## src/rtl/pipe_stage_reg.sv

```systemverilog
`default_nettype none
// ============================================================================
//  Module   : pipe_stage_reg
//  Brief    : Pipeline stage register with flush/bubble/advance/hold control,
//             multi-cycle carry return path, bubble and hold statistics.
//  Revision : 1.0  initial release
// ============================================================================

module pipe_stage_reg #(
    parameter int PAYLOAD_W = 128,
    parameter int CARRY_W   = 64,
    parameter int CNT_W     = 2,
    parameter int STALL_W   = 6,
    parameter int STAGE     = 3,
    parameter int HOLD_MAX  = 255
) (
    input  logic                            clk,
    input  logic                            rst,
    input  logic [STALL_W-1:0]              stall,
    input  logic                            flush,
    input  logic                            in_valid,
    input  logic [PAYLOAD_W-1:0]            in_payload,
    input  logic [CARRY_W-1:0]              carry_i,
    input  logic [CNT_W-1:0]                cnt_i,
    output logic                            out_valid,
    output logic [PAYLOAD_W-1:0]            out_payload,
    output logic [CARRY_W-1:0]              carry_o,
    output logic [CNT_W-1:0]                cnt_o,
    output logic [15:0]                     bubble_cnt,
    output logic [$clog2(HOLD_MAX+1)-1:0]   hold_cnt,
    output logic                            hold_overflow
);

    localparam int                  C_HOLD_W     = $clog2(HOLD_MAX + 1);
    localparam logic [C_HOLD_W-1:0] C_HOLD_MAX   = C_HOLD_W'(HOLD_MAX);
    localparam logic [15:0]         C_BUBBLE_MAX = 16'hFFFF;

    generate
        if ((STAGE < 0) || (STAGE + 1 >= STALL_W)) begin : g_bad_stage
            $error("pipe_stage_reg: STAGE+1 must be below STALL_W");
        end
        if (HOLD_MAX < 1) begin : g_bad_hold_max
            $error("pipe_stage_reg: HOLD_MAX must be at least 1");
        end
    endgenerate

    typedef enum logic [1:0] {
        MODE_FLUSH   = 2'd0,
        MODE_BUBBLE  = 2'd1,
        MODE_ADVANCE = 2'd2,
        MODE_HOLD    = 2'd3
    } mode_t;

    mode_t                  w_mode;
    logic                   w_up_stall;
    logic                   w_dn_stall;
    logic                   w_stall_unused;
    logic [C_HOLD_W-1:0]    w_hold_next;
    logic [15:0]            w_bubble_next;

    logic                   r_valid;
    logic [PAYLOAD_W-1:0]   r_payload;
    logic [CARRY_W-1:0]     r_carry;
    logic [CNT_W-1:0]       r_cnt;
    logic [15:0]            r_bubble_cnt;
    logic [C_HOLD_W-1:0]    r_hold_cnt;
    logic                   r_hold_overflow;

    // Only our own bit and the downstream neighbour matter; the rest of the
    // vector belongs to other stages.
    assign w_up_stall     = stall[STAGE];
    assign w_dn_stall     = stall[STAGE+1];
    assign w_stall_unused = ^stall;

    always_comb begin
        w_mode = MODE_HOLD;
        if (flush) begin
            w_mode = MODE_FLUSH;
        end else if (w_up_stall && !w_dn_stall) begin
            w_mode = MODE_BUBBLE;
        end else if (!w_up_stall) begin
            w_mode = MODE_ADVANCE;
        end
    end

    assign w_hold_next   = (r_hold_cnt == C_HOLD_MAX) ? r_hold_cnt
                                                      : r_hold_cnt + C_HOLD_W'(1);
    assign w_bubble_next = (r_bubble_cnt == C_BUBBLE_MAX) ? r_bubble_cnt
                                                          : r_bubble_cnt + 16'd1;

    always_ff @(posedge clk) begin
        if (rst) begin
            r_valid         <= 1'b0;
            r_payload       <= '0;
            r_carry         <= '0;
            r_cnt           <= '0;
            r_bubble_cnt    <= '0;
            r_hold_cnt      <= '0;
            r_hold_overflow <= 1'b0;
        end else begin
            case (w_mode)
                MODE_FLUSH: begin
                    r_valid    <= 1'b0;
                    r_payload  <= '0;
                    r_carry    <= '0;
                    r_cnt      <= '0;
                    r_hold_cnt <= '0;
                end
                MODE_BUBBLE: begin
                    // Emit a NOP downstream while the upstream multi-cycle
                    // op keeps its partial state looping through us.
                    r_valid      <= 1'b0;
                    r_payload    <= '0;
                    r_carry      <= carry_i;
                    r_cnt        <= cnt_i;
                    r_bubble_cnt <= w_bubble_next;
                    r_hold_cnt   <= '0;
                end
                MODE_ADVANCE: begin
                    r_valid    <= in_valid;
                    r_payload  <= in_payload;
                    r_carry    <= '0;
                    r_cnt      <= '0;
                    r_hold_cnt <= '0;
                end
                default: begin
                    r_carry    <= carry_i;
                    r_cnt      <= cnt_i;
                    r_hold_cnt <= w_hold_next;
                    if (w_hold_next == C_HOLD_MAX) begin
                        r_hold_overflow <= 1'b1;
                    end
                end
            endcase
        end
    end

    assign out_valid     = r_valid;
    assign out_payload   = r_payload;
    assign carry_o       = r_carry;
    assign cnt_o         = r_cnt;
    assign bubble_cnt    = r_bubble_cnt;
    assign hold_cnt      = r_hold_cnt;
    assign hold_overflow = r_hold_overflow;

endmodule

`default_nettype wire

```

## config.mk

```make
export PLATFORM = sky130hd
export DESIGN_NAME = pipe_stage_reg
export DESIGN_NICKNAME = d
export VERILOG_FILES = /design/src/rtl/pipe_stage_reg.sv
export SDC_FILE = /design/constraint.sdc
export NUM_CORES = 1
export LEC_CHECK = 0
export BUFFER_PORTS_ARGS = -buffer_cell sky130_fd_sc_hd__buf_4
export CORE_AREA = 2 2 165 167
export DETAILED_ROUTE_END_ITERATION = 10
export DIE_AREA = 0 0 167 169
export GPL_TIMING_DRIVEN = 0
export MAX_ROUTING_LAYER = met4
export SETUP_SLACK_MARGIN = 0.1
export SLEW_MARGIN = 10
export SYNTH_ARGS = -nofsm -noshare
export SYNTH_HDL_FRONTEND = slang
export SYNTH_SLANG_ARGS = --single-unit
```

## constraint.sdc

```tcl
create_clock -name clk -period 3.4 [get_ports clk]
set_input_delay 0.34 -clock clk [delete_from_list [all_inputs] [get_ports clk]]
set_output_delay 0.34 -clock clk [all_outputs]
set_load 0.02 [all_outputs]
```

==> key figures <==
Outcome
  – Status: finished clean

CTS
  – Cts bufs inserted: 26
  – CTS root buffer: clkbuf_16
  – Postcts setup bufs: 0
  – Clock Path Buffers: 3
  – CTS H-tree lvls: 1
  – CTS tree: done
  – Num Clock Sinks: 220
  – Clk_lat worst skew: 520 ps
  – Clock-pin slew on the worst setup and hold paths: 60 ps

Timing
  – Final Setup Violations: 0
  – Fin. max-slew vios: 0
  – Hold Fails Final Rpt: 0
  – Setup TNS: 0 ps
  – Final min period: 1840 ps
  – Fin worst setup slack: 1560 ps
  – Actual slew at the worst max-slew pin: 578 ps
  – Slew HR: 61.5%
  – FMAX: 542 MHz
  – Clock skew: 5.82 ps
  – RSZ-0062 raised after global routing: no
  – Final cycle utilization of the critical path: 54.2%

Floorplan
  – Core Rows: 60
  – Die height: 169 µm
  – Core area: 0.0265 mm²
  – Die Area: 0.0282 mm²
  – Num ports: 424
  – Die W: 167 µm
  – Initial core utilization: 26.7%

Synth
  – Syn Area/Cell: 12.4 µm²
  – Register bit total from synthesis: 220
  – Mapped Nets: 779
  – Most common flop cell mapped by yosys: dfxtp_1
  – Sequential share of the synthesized area: 62.2%
  – Number of synthesized flops with an enable pin: 0
  – Post-synthesis cell area: 0.00709 mm²
  – Syn. warnings: 0
  – Post-synth ARST share: 0%
  – Mapped Cells: 573
  – Netlist cell types: 46

Placed design
  – GPL Wtd Cong: 0.798
  – Pre-CTS setup slack: 1260 ps
  – Placement Cell Area: 0.0107 mm²
  – Inst Count DP: 1332
  – Detailed-placement wirelength estimate: 17.4 mm
  – I/O Buffers: 418

Route
  – Vias: 6339
  – Post-route antenna net violation count: 0
  – Total Wirelength: 23.3 mm
  – Initial DRC Count: 300
  – DRC viols: 0
  – DR vias/cell: 4.47
  – Routed wire per std cell: 16.4 µm
  – 1st-pass router iterations: 4

Power
  – Power Density: 513 mW/mm²
  – Leakage power: 0.00563 µW
  – PnR Total Power: 6140 µW
  – IR drop worst, VDD: 398 µV

Worst setup path
  – CP required: 3840 ps
  – Worst path cell trace: ha_1, nand3_1, nor2_1, a211o_1, nand4_1, o22ai_1
  – Reg2Reg Setup Slack: 1560 ps
  – Delay-heaviest family, CP: simple AND/OR/NAND/NOR gates
  – Arrival time worst endpoint: 2290 ps
  – Worst R2R Start: hold_cnt[1]
  – Slowest CP cell: dfxtp_1
  – Max stage delay on crit path: 490 ps
  – Crit. End Element: flop
  – Crit-path max FO: 9
  – Setup CP Type: flop to flop
  – CP Buf/Inv Count: 0
  – Critical Path Source: hold_cnt[1]
  – CP Launch Type: flop

Layout
  – Area Overhead vs Synth: 68.7%
  – Most frequent cells in the layout: buf_4, dfxtp_1, a22o_1, and2_1, dlygate4sd3_1
  – Cell area after layout: 0.0120 mm²
  – Commonest non-fill, non-tap cell in the layout: buf_4
  – Share of post-route cells with drive strength above 1: 47.5%
  – Inserted Diodes: 0
  – Final Non-Filler Cells: 1419
  – Layout Nets: 1264

Run
  – Max Cap Viol: 0

Min path
  – Worst hold start: carry_i[35]
  – Worst min path class: input pin to flop

GRT
  – Largest net degree at the start of global routing: 14
  – Vias in the first global route: 6347
  – First-pass GRT wire length: 35.4 mm
  – GRT overflow: 0
  – GRT Overall Usage: 16.0%
  – Initial antenna violation count: 0
## through the flow
| step | hold WS, ps | util [%] |
|---|---|---|
| after global routing | 10.7 | 45.1 |
| after CTS | 0.237 | 45.1 |
| final | 25.7 | 45.1 |
| after floorplan | 462 | - |
| after global placement | 457 | 40.2 |
| after detailed placement | 456 | 40.2 |
## power by group
group          internal [µW]  switching (µW)
Sequential              2650            32.0
Combinational            315             229
Clock                   1820            1090
Total                   4780            1350
## flip-flops by register name, summed over array words and instances, names as in the netlist
name,count
bubble_cnt,16
carry_o,64
cnt_o,2
hold_cnt,8
hold_overflow,1
out_payload,128
out_valid,1
## worst register-to-register path, delay by kind of cell (launching register included)
family                   cells  cell delay, ps
adder cells (fa/ha/maj)      1             290
AO/OA/AOI/OAI                2             300
AND/OR/NAND/NOR              3             690
flip-flops                   1             490
## cells by family (layout without fill, tap and decap cells)
kind of cell,after synthesis,count (layout),synth area share (%)
DFF,220,220,62.2
AOI/OAI and AO/OA,148,148,18.1
and+or+nand+nor,138,138,12.8
buffers and inverters,46,551,4.24
xor gates and xnor gates,16,16,1.98
muxes,3,3,0.424
adders and majority gates,2,2,0.353
## Yosys cell counts (3+ instances only)
library cell  count  area, µm²
dfxtp_1         220       4400
a22o_1          129       1130
and2_1           68        425
nor2_1           26       97.6
buf_2            15       75.1
buf_6            12        135
clkbuf_1          9       33.8
xor2_1            9       78.8
nand2_1           7       26.3
xnor2_1           7       61.3
nor3_1            6       30.0
buf_4             5       37.5
a31oi_1           4       25.0
and3_1            4       25.0
nand4_1           4       25.0
o2111ai_1         4       35.0
inv_1             3       11.3
mux2i_1           3       30.0
nand3_1           3       15.0
## worst paths after layout
| kind | end | cells after the start |
|---|---|---|
| worst max register to register | hold_overflow | 6 |
| worst min-delay path | carry_o[35] | 2 |
| worst min register to register | out_payload[56] | 1 |
| worst max-delay path | hold_overflow | 6 |
## cell type report
cell class                 count  area [µm²]
inverter                       4        15.0
fill                        2523       14500
sequential                   220        4400
buffer                        42         285
tap                          341         427
multi-input combinational    307        2380
clock inverter                14         180
timing repair buffer         457        3530
clock buffer                  34         732
## timing repair
item	4_1_cts	5_1_grt
endpoints found under the hold margin	39	0
endpoints found under the setup margin	0	0
resized for setup	0	0
hold buffers	39	0
## layer usage
layer | up-vias | GRT usage (%) | part of all wire (%)
met5 | - | - | 0
met4 | 0 | 4.50 | 2.2
met3 | 42 | 4.04 | 7.9
met2 | 300 | 27.4 | 50
met1 | 2956 | 18.5 | 40
li1 | 3041 | - | -
(Power assumes the default switching activity.)
